--- src/rtl/data_io_upload.sv ---
// data_io_upload: FPGA->ARM upload path on the SS2 SPI command channel.
// SPI pins are oversampled in clk_sys; 16-bit memory words are fetched through
// ioctl_rd/ioctl_rd_ack and streamed to the ARM low byte first, MSB first per byte.
// Optional define DATA_IO_UPLOAD_CHECKSUM_EN adds ioctl_upload_sum (mod-256 byte sum).

module data_io_upload #(
    parameter int         AW            = 25,
    parameter int         SYNC_STAGES   = 2,
    parameter logic [7:0] UNDERRUN_BYTE = 8'h00
) (
    input  logic          clk_sys,
    input  logic          reset_n,
    input  logic          SPI_SCK,
    input  logic          SPI_SS2,
    input  logic          SPI_DI,
    output logic          spi_do,
    output logic          spi_do_oe,
    output logic          ioctl_upload,
    output logic [7:0]    ioctl_index,
    output logic [AW-1:0] ioctl_addr,
    output logic          ioctl_rd,
    input  logic          ioctl_rd_ack,
    input  logic [15:0]   ioctl_din,
    output logic          ioctl_underrun
`ifdef DATA_IO_UPLOAD_CHECKSUM_EN
    ,
    output logic [7:0]    ioctl_upload_sum
`endif
);

    localparam logic [7:0] CMD_FILE_TX     = 8'h53;
    localparam logic [7:0] CMD_FILE_INDEX  = 8'h55;
    localparam logic [7:0] CMD_FILE_RX_DAT = 8'h57;
    localparam logic [7:0] ARG_START       = 8'hAA;
    localparam logic [7:0] ARG_STOP        = 8'h00;

    // S_SKIP swallows every byte that carries no meaning (unknown cmd, extra args)
    typedef enum logic [2:0] {
        S_IDLE,
        S_CMD,
        S_ARG,
        S_TX,
        S_SKIP
    } frame_state_t;

    typedef enum logic [1:0] {
        F_EMPTY,
        F_REQ,
        F_FULL
    } fetch_state_t;

    // synchroniser chains and SCK edge history
    logic [SYNC_STAGES-1:0] sck_sync_q, sck_sync_d;
    logic [SYNC_STAGES-1:0] ss2_sync_q, ss2_sync_d;
    logic [SYNC_STAGES-1:0] di_sync_q,  di_sync_d;
    logic                   sck_prev_q, sck_prev_d;

    // receive side
    logic [2:0]   bit_cnt_q, bit_cnt_d;
    logic [6:0]   rx_shift_q, rx_shift_d;

    // frame decoder
    frame_state_t state_q, state_d;
    logic [7:0]   cmd_q, cmd_d;
    logic [7:0]   index_q, index_d;
    logic         upload_q, upload_d;

    // transmit side
    logic [7:0]   tx_shift_q, tx_shift_d;
    logic         load_pend_q, load_pend_d;
    logic         tx_valid_q, tx_valid_d;
    logic         phase_q, phase_d;
    logic         underrun_q, underrun_d;

    // word fetch
    fetch_state_t fetch_q, fetch_d;
    logic [15:0]  buf_q, buf_d;
    logic [AW-1:0] addr_q, addr_d;

    // decoded strobes
    logic         sck_s, ss2_s, di_s;
    logic         rise, fall;
    logic         byte_done;
    logic [7:0]   rx_byte;
    logic         start_evt, stop_evt, load_req, consume;
    logic         buf_ready;
    logic [7:0]   cur_byte;

    assign sck_s     = sck_sync_q[SYNC_STAGES-1];
    assign ss2_s     = ss2_sync_q[SYNC_STAGES-1];
    assign di_s      = di_sync_q[SYNC_STAGES-1];
    assign rise      = sck_s & ~sck_prev_q;
    assign fall      = ~sck_s & sck_prev_q;
    assign byte_done = rise & ~ss2_s & (bit_cnt_q == 3'd7);
    assign rx_byte   = {rx_shift_q, di_s};
    assign buf_ready = (fetch_q == F_FULL) & upload_q;
    assign cur_byte  = phase_q ? buf_q[15:8] : buf_q[7:0];

    // shift the raw SPI pins through the synchroniser chains
    always_comb begin
        sck_sync_d = {sck_sync_q[SYNC_STAGES-2:0], SPI_SCK};
        ss2_sync_d = {ss2_sync_q[SYNC_STAGES-2:0], SPI_SS2};
        di_sync_d  = {di_sync_q[SYNC_STAGES-2:0],  SPI_DI};
        sck_prev_d = sck_s;
    end

    // bit counter and MOSI shifter; a deselect mid-byte throws the partial byte away
    always_comb begin
        bit_cnt_d  = bit_cnt_q;
        rx_shift_d = rx_shift_q;
        if (ss2_s) begin
            bit_cnt_d = 3'd0;
        end else if (rise) begin
            bit_cnt_d  = bit_cnt_q + 3'd1;
            rx_shift_d = {rx_shift_q[5:0], di_s};
        end
    end

    // frame decoder: command byte, first argument byte, and data-phase byte strobes
    always_comb begin
        state_d   = state_q;
        cmd_d     = cmd_q;
        index_d   = index_q;
        upload_d  = upload_q;
        start_evt = 1'b0;
        stop_evt  = 1'b0;
        load_req  = 1'b0;
        consume   = 1'b0;
        if (ss2_s) begin
            state_d = S_IDLE;
        end else begin
            case (state_q)
                S_IDLE: begin
                    state_d = S_CMD;
                end
                S_CMD: begin
                    if (byte_done) begin
                        cmd_d = rx_byte;
                        if (rx_byte == CMD_FILE_TX || rx_byte == CMD_FILE_INDEX) begin
                            state_d = S_ARG;
                        end else if (rx_byte == CMD_FILE_RX_DAT) begin
                            state_d  = S_TX;
                            load_req = 1'b1;
                        end else begin
                            state_d = S_SKIP;
                        end
                    end
                end
                S_ARG: begin
                    if (byte_done) begin
                        state_d = S_SKIP;
                        if (cmd_q == CMD_FILE_TX) begin
                            if (rx_byte == ARG_START) begin
                                start_evt = 1'b1;
                                upload_d  = 1'b1;
                            end else if (rx_byte == ARG_STOP) begin
                                stop_evt = 1'b1;
                                upload_d = 1'b0;
                            end
                        end else begin
                            index_d = rx_byte;
                        end
                    end
                end
                S_TX: begin
                    if (byte_done) begin
                        load_req = 1'b1;
                        consume  = tx_valid_q;
                    end
                end
                default: begin
                    state_d = state_q;
                end
            endcase
        end
    end

    // MISO shifter: load the next byte on the fall after a byte boundary, else shift
    always_comb begin
        tx_shift_d  = tx_shift_q;
        load_pend_d = load_pend_q;
        tx_valid_d  = tx_valid_q;
        phase_d     = phase_q;
        underrun_d  = underrun_q;
        if (start_evt) begin
            phase_d    = 1'b0;
            underrun_d = 1'b0;
        end
        if (ss2_s) begin
            load_pend_d = 1'b0;
            tx_valid_d  = 1'b0;
        end else begin
            if (consume) begin
                phase_d    = ~phase_q;
                tx_valid_d = 1'b0;
            end
            if (load_req) begin
                load_pend_d = 1'b1;
            end
            if (fall) begin
                if (load_pend_q) begin
                    load_pend_d = 1'b0;
                    if (buf_ready) begin
                        tx_shift_d = cur_byte;
                        tx_valid_d = 1'b1;
                    end else begin
                        tx_shift_d = UNDERRUN_BYTE;
                        tx_valid_d = 1'b0;
                        underrun_d = 1'b1;
                    end
                end else begin
                    tx_shift_d = {tx_shift_q[6:0], 1'b1};
                end
            end
        end
    end

    // single-word fetch buffer; refilled as soon as its high byte has gone out
    always_comb begin
        fetch_d = fetch_q;
        buf_d   = buf_q;
        addr_d  = addr_q;
        if (start_evt) begin
            fetch_d = F_EMPTY;
            addr_d  = '0;
        end else if (stop_evt || !upload_q) begin
            fetch_d = F_EMPTY;
        end else begin
            case (fetch_q)
                F_EMPTY: begin
                    fetch_d = F_REQ;
                end
                F_REQ: begin
                    if (ioctl_rd_ack) begin
                        buf_d   = ioctl_din;
                        addr_d  = addr_q + AW'(2);
                        fetch_d = F_FULL;
                    end
                end
                F_FULL: begin
                    if (consume && phase_q) begin
                        fetch_d = F_EMPTY;
                    end
                end
                default: begin
                    fetch_d = F_EMPTY;
                end
            endcase
        end
    end

    // synchroniser and receive registers
    always_ff @(posedge clk_sys or negedge reset_n) begin
        if (!reset_n) begin
            sck_sync_q <= '0;
            ss2_sync_q <= '1;
            di_sync_q  <= '0;
            sck_prev_q <= 1'b0;
            bit_cnt_q  <= 3'd0;
            rx_shift_q <= 7'd0;
        end else begin
            sck_sync_q <= sck_sync_d;
            ss2_sync_q <= ss2_sync_d;
            di_sync_q  <= di_sync_d;
            sck_prev_q <= sck_prev_d;
            bit_cnt_q  <= bit_cnt_d;
            rx_shift_q <= rx_shift_d;
        end
    end

    // frame decoder registers
    always_ff @(posedge clk_sys or negedge reset_n) begin
        if (!reset_n) begin
            state_q  <= S_IDLE;
            cmd_q    <= 8'd0;
            index_q  <= 8'd0;
            upload_q <= 1'b0;
        end else begin
            state_q  <= state_d;
            cmd_q    <= cmd_d;
            index_q  <= index_d;
            upload_q <= upload_d;
        end
    end

    // transmit registers; the shifter resets to all ones so MISO idles high
    always_ff @(posedge clk_sys or negedge reset_n) begin
        if (!reset_n) begin
            tx_shift_q  <= 8'hFF;
            load_pend_q <= 1'b0;
            tx_valid_q  <= 1'b0;
            phase_q     <= 1'b0;
            underrun_q  <= 1'b0;
        end else begin
            tx_shift_q  <= tx_shift_d;
            load_pend_q <= load_pend_d;
            tx_valid_q  <= tx_valid_d;
            phase_q     <= phase_d;
            underrun_q  <= underrun_d;
        end
    end

    // fetch registers
    always_ff @(posedge clk_sys or negedge reset_n) begin
        if (!reset_n) begin
            fetch_q <= F_EMPTY;
            buf_q   <= 16'd0;
            addr_q  <= '0;
        end else begin
            fetch_q <= fetch_d;
            buf_q   <= buf_d;
            addr_q  <= addr_d;
        end
    end

`ifdef DATA_IO_UPLOAD_CHECKSUM_EN
    logic [7:0] sum_q, sum_d;

    // running sum of every real (non-underrun) byte the ARM has consumed
    always_comb begin
        sum_d = sum_q;
        if (start_evt) begin
            sum_d = 8'd0;
        end else if (consume) begin
            sum_d = sum_q + cur_byte;
        end
    end

    // checksum register
    always_ff @(posedge clk_sys or negedge reset_n) begin
        if (!reset_n) begin
            sum_q <= 8'd0;
        end else begin
            sum_q <= sum_d;
        end
    end

    assign ioctl_upload_sum = sum_q;
`endif

    assign spi_do         = tx_shift_q[7];
    assign spi_do_oe      = (state_q == S_TX);
    assign ioctl_upload   = upload_q;
    assign ioctl_index    = index_q;
    assign ioctl_addr     = addr_q;
    assign ioctl_rd       = (fetch_q == F_REQ);
    assign ioctl_underrun = underrun_q;

endmodule

--- config.mk ---
export PLATFORM = sky130hd
export DESIGN_NAME = data_io_upload
export DESIGN_NICKNAME = d
export VERILOG_FILES = /design/src/rtl/data_io_upload.sv
export SDC_FILE = /design/constraint.sdc
export NUM_CORES = 1
export LEC_CHECK = 0
export BUFFER_PORTS_ARGS = -buffer_cell sky130_fd_sc_hd__buf_4
export CORE_ASPECT_RATIO = 1.75
export CORE_UTILIZATION = 51
export DETAILED_ROUTE_END_ITERATION = 6
export GPL_TIMING_DRIVEN = 1
export PLACE_DENSITY_LB_ADDON = 0.05
export SLEW_MARGIN = 20
export SYNTH_ARGS = -nofsm -noshare
export SYNTH_HDL_FRONTEND = slang
export SYNTH_SLANG_ARGS = --single-unit
--- constraint.sdc ---
create_clock -name clk_sys -period 2.07 [get_ports clk_sys]
set_input_delay 0.3105 -clock clk_sys [delete_from_list [all_inputs] [get_ports clk_sys]]
set_output_delay 0.3105 -clock clk_sys [all_outputs]
set_load 0.01 [all_outputs]
==> impl.org <==
** Job
- The tool flagged a number of max-cap violations equal to 0.

** Critical path
- STA puts the critical path data required time at 2330 ps.
- Launching element type of the critical path :: register
- The worst register-to-register path ends at ioctl_addr[14].
- Crit. End Element :: register
- The critical path is of the reg2reg type.
- For flop-to-flop paths, the worst setup slack is 60 ps.
- Maximum fanout along the worst path :: 16
- The worst register-to-register path begins at bit_cnt_q[0].
- Arrival time of the worst setup path :: 2270 ps
- Measured in cells, the most critical reg-to-reg path has a length of 8.

** Timing
- In the finished design, the share of the clock period the worst path needs comes to 97.0%.
- Setup total negative slack on the finished layout was measured at 0 ps.
- Final number of hold-violating endpoints :: 0
- The clock period could shrink to 2010 ps.
- Relative max-transition margin :: 64.6%
- Count of final max-slew check failures :: 0
- Worst Setup Slack, final :: 62.0 ps
- Setup repair after global routing could not meet its margin everywhere.
- Worst Max-Slew Pin Slew :: 530 ps
- Max Freq :: 0.498 GHz
- Setup violations remaining at the end of the flow were counted as 0.
- Post-Route Skew :: 10.9 ps

** Route
- DRC errors left :: 8
- The first TritonRoute pass finished after 7 iterations.
- Final ANT Viol Nets :: 0
- In the final routed layout, each cell accounts on average for about 16 µm.
- The highest layer touched by signal routing is met4.
- Amount of wire on met3 after detailed routing :: 362 µm
- Total detailed-routing wirelength :: 9790 µm
- Wire length on met1 :: 4010 µm
- Detailed routing placed a total of between 5000 and 6000 µm of wire on met2.
- Dividing the detail-routed via count by the number of cells gives roughly 5.7.
- For this block, the initial DRC count from the detailed router was between 200 and 250.
- The routed layout has 3,552 vias.

** Hold path
- The worst hold path begins at SPI_DI.
- In this run the worst hold path is classified as in2reg.
- For hold timing, the worst endpoint is di_sync_q[0].
- Counting instances, the worst hold path has a depth of 1.

** Synth
- Instance count of the mapped netlist :: roughly 420
- Xor and xnor area share after synthesis :: roughly 1.0%
- For this run, asynchronously set or reset flops after synthesis account for 100%.
- Measured against the total synthesized area, the mux share comes to 7.07%.
- In this run, synthesis inferred 0 flip-flops with an integrated enable.
- A synthesized cell averages 10.1 µm².
- Area share of the largest cell type after synthesis :: 47.7%
- During synthesis, Yosys emitted a total of 0 warnings.
- Post-synth top area cell :: sky130_fd_sc_hd__dfrtp_1
- Adder-cell share of the synthesized area :: less than 1%
- Prevailing post-synth register cell :: sky130_fd_sc_hd__dfrtp_1
- In this run the cell area of the synthesized design comes to between 4000 and 5000 µm².
- The netlist uses slightly above 60 different library cells.
- After Yosys synthesis, and, or, nand and nor cells account for 24.4% of the synthesized area.
- Main combinational cell family by area after synthesis :: simple AND/OR/NAND/NOR gates
- When the netlist entered floorplanning its net count stood at 446.
- Counting flops and latches in the post-synthesis netlist gives 91.
- Top cells by area, synth :: sky130_fd_sc_hd__dfrtp_1, sky130_fd_sc_hd__nand2_1, sky130_fd_sc_hd__dfstp_2
- Summing the sequential cell areas from Yosys gives 53.9% of the chip area.
- Summing the areas of all compound-gate instances in the mapped netlist gives a little over a tenth of the synthesized area.

** Place
- Placer Congestion :: 0.871
- Sum of net half-perimeters after detailed placement :: about 7000 µm
- Before CTS, the worst setup slack after placement is -85.4 ps.
- During placement, the flow inserted port buffers numbering 58.
- Counting tap cells, the placed design contains a total of 605 instances.

** GRT
- For this run, the total global-route usage over all layers was measured as 24.3%.
- Largest net degree at the start of global routing :: 36
- Global route total overflow :: 0
- The first global-routing pass estimated 16,400 µm of wire.
- Vias in the first global route :: 3,466
- Antenna violations before repair :: 0

** Floorplanning
- Core Footprint :: between 8000 and 9000 µm²
- # IOs :: 60
- The initial utilization of the core area, before any placement, comes to 53.0%.
- Floorplan die area :: about 8700 µm²
- The floorplan has 43 rows.
- The die is 123 µm tall.
- Die boundary width :: 71.0 µm

** Power and ir drop
- VDD IR max :: 1.09 mV
- Dividing total power by cell area gives a power density of approximately 670 nW/µm².
- Overall power :: 3770 µW
- In this run the static leakage power is 0.00271 µW.

** Clock tree
- The clock reaches the later pin of the worst-skew pair after 340 ps.
- TritonCTS created 9 clock buffers.
- Clock-pin transition on the worst setup and hold timing paths :: 60 ps
- Maximum buffer depth of the clock tree :: 2
- TritonCTS built the clock tree.
- The H-tree was split into 3 levels.
- Clock tree synthesis found a total of 91 sinks.
- In this run the clock root is driven by a sky130_fd_sc_hd__clkbuf_16.

** Layout
- Fill cell count :: 632
- At the end of the flow, the number of nets in the layout was 556.
- Non-filler cells, final :: 626
- Area growth from synthesis to final layout :: 31.6%
- Share of layout cells above drive strength 1 :: 34.5%
- Number of diodes :: 0

** Run status
- Status :: finished with violations
- The final reports fail on design-rule violations.
[where the power goes]
group          switching [µW]  internal (µW)
registers                36.5           1860
logic                     198            164
clock network             660            850
[worst max path at each step]
stage                           to           from
floorplan            ioctl_addr[9]  ss2_sync_q[1]
global route         ioctl_addr[5]     sck_prev_q
CTS                 ioctl_addr[13]   di_sync_q[1]
global placement          cmd_q[0]  ss2_sync_q[1]
detailed placement  ioctl_addr[10]   bit_cnt_q[0]
finish              ioctl_addr[14]   bit_cnt_q[0]
[cell families after synthesis]
group	after synthesis
compound gates	71
xor+xnor	5
fa+ha+maj	3
buf+inv	19
flops	91
mux	28
other cells	1
simple gates	203
[synth_stat cells (9+ instances only)]
library cell	number
sky130_fd_sc_hd__mux2i_1	12
sky130_fd_sc_hd__a21oi_1	29
sky130_fd_sc_hd__nand2_1	93
sky130_fd_sc_hd__nand3_1	10
sky130_fd_sc_hd__or3_1	9
sky130_fd_sc_hd__mux2_2	16
sky130_fd_sc_hd__dfrtp_1	81
sky130_fd_sc_hd__clkbuf_1	9
sky130_fd_sc_hd__nor2_1	29
sky130_fd_sc_hd__nor3_1	14
sky130_fd_sc_hd__dfstp_2	10
[placed cells by master, fill, tap and decap left out, drive strengths merged, types with 3 or more instances in the layout]
master,n
nand2b,5
clkbuf,11
mux2,16
inv,5
or4,8
o22ai,3
ha,3
nand4bb,3
a211o,3
nor2,30
o21ai,8
nor3,15
nand3,10
dfstp,10
o31ai,6
xnor2,4
nor3b,3
a31oi,5
dfrtp,81
nand3b,4
a21oi,30
nand2,93
mux2i,12
nand4,5
buf,113
and3,8
or3,9
[sequential cells by signal, summed over array words and instances (netlist names)]
register	flops
ioctl_index	8
ioctl_underrun	1
cmd_q	8
load_pend_q	1
ioctl_upload	1
di_sync_q	2
bit_cnt_q	3
state_q	3
sck_sync_q	2
ss2_sync_q	2
ioctl_addr	24
fetch_q	2
tx_valid_q	1
sck_prev_q	1
tx_shift_q	8
rx_shift_q	7
buf_q	16
phase_q	1
[per-stage QoR]
step / util [%] / hold slack (ps) / cell area, µm²
2_1_floorplan: - / 14.9 / 4260
6_report: 69.8 / 78.1 / 5590
3_5_place_dp: 64.2 / 295 / 5150
3_3_place_gp: 64.2 / 288 / 5150
5_1_grt: 69.8 / 63.8 / 5590
4_1_cts: 68.4 / 67.3 / 5490
[routing by layer]
metal / global-route usage (%) / vias to the layer above
met5: 0 / -
met2: 42.4 / 76
met1: 29.8 / 1739
li1: - / 1721
met4: 9.75 / 0
met3: 4.43 / 16
[what timing repair did]
action                                  in CTS  in global routing
endpoints found under the setup margin      19                 43
hold endpoints to repair                    24                  0
hold buffers                                 1                  0
resized for setup                            6                 22
pin swaps                                    3                  6
buffers inserted                             3                  1
[final cells by class]
type                       count  area, µm²  area share [%]
tap                           90        113            2.01
timing repair buffer         114        902            16.1
inverter                       4       15.0           0.269
clock buffer                  11        243            4.34
sequential                    91       2290            41.0
clock inverter                 5       37.5           0.671
multi-input combinational    311       1990            35.6
[critical path: stages, from the launching register on]
cell	delay [ps]
sky130_fd_sc_hd__dfrtp_1	380
sky130_fd_sc_hd__ha_2	200
sky130_fd_sc_hd__ha_4	170
sky130_fd_sc_hd__nand4bb_4	130
sky130_fd_sc_hd__or3_4	160
sky130_fd_sc_hd__o21ai_4	60
sky130_fd_sc_hd__buf_12	160
sky130_fd_sc_hd__or4_1	520
sky130_fd_sc_hd__a21oi_2	150
Power figures use the tool's default switching activity.
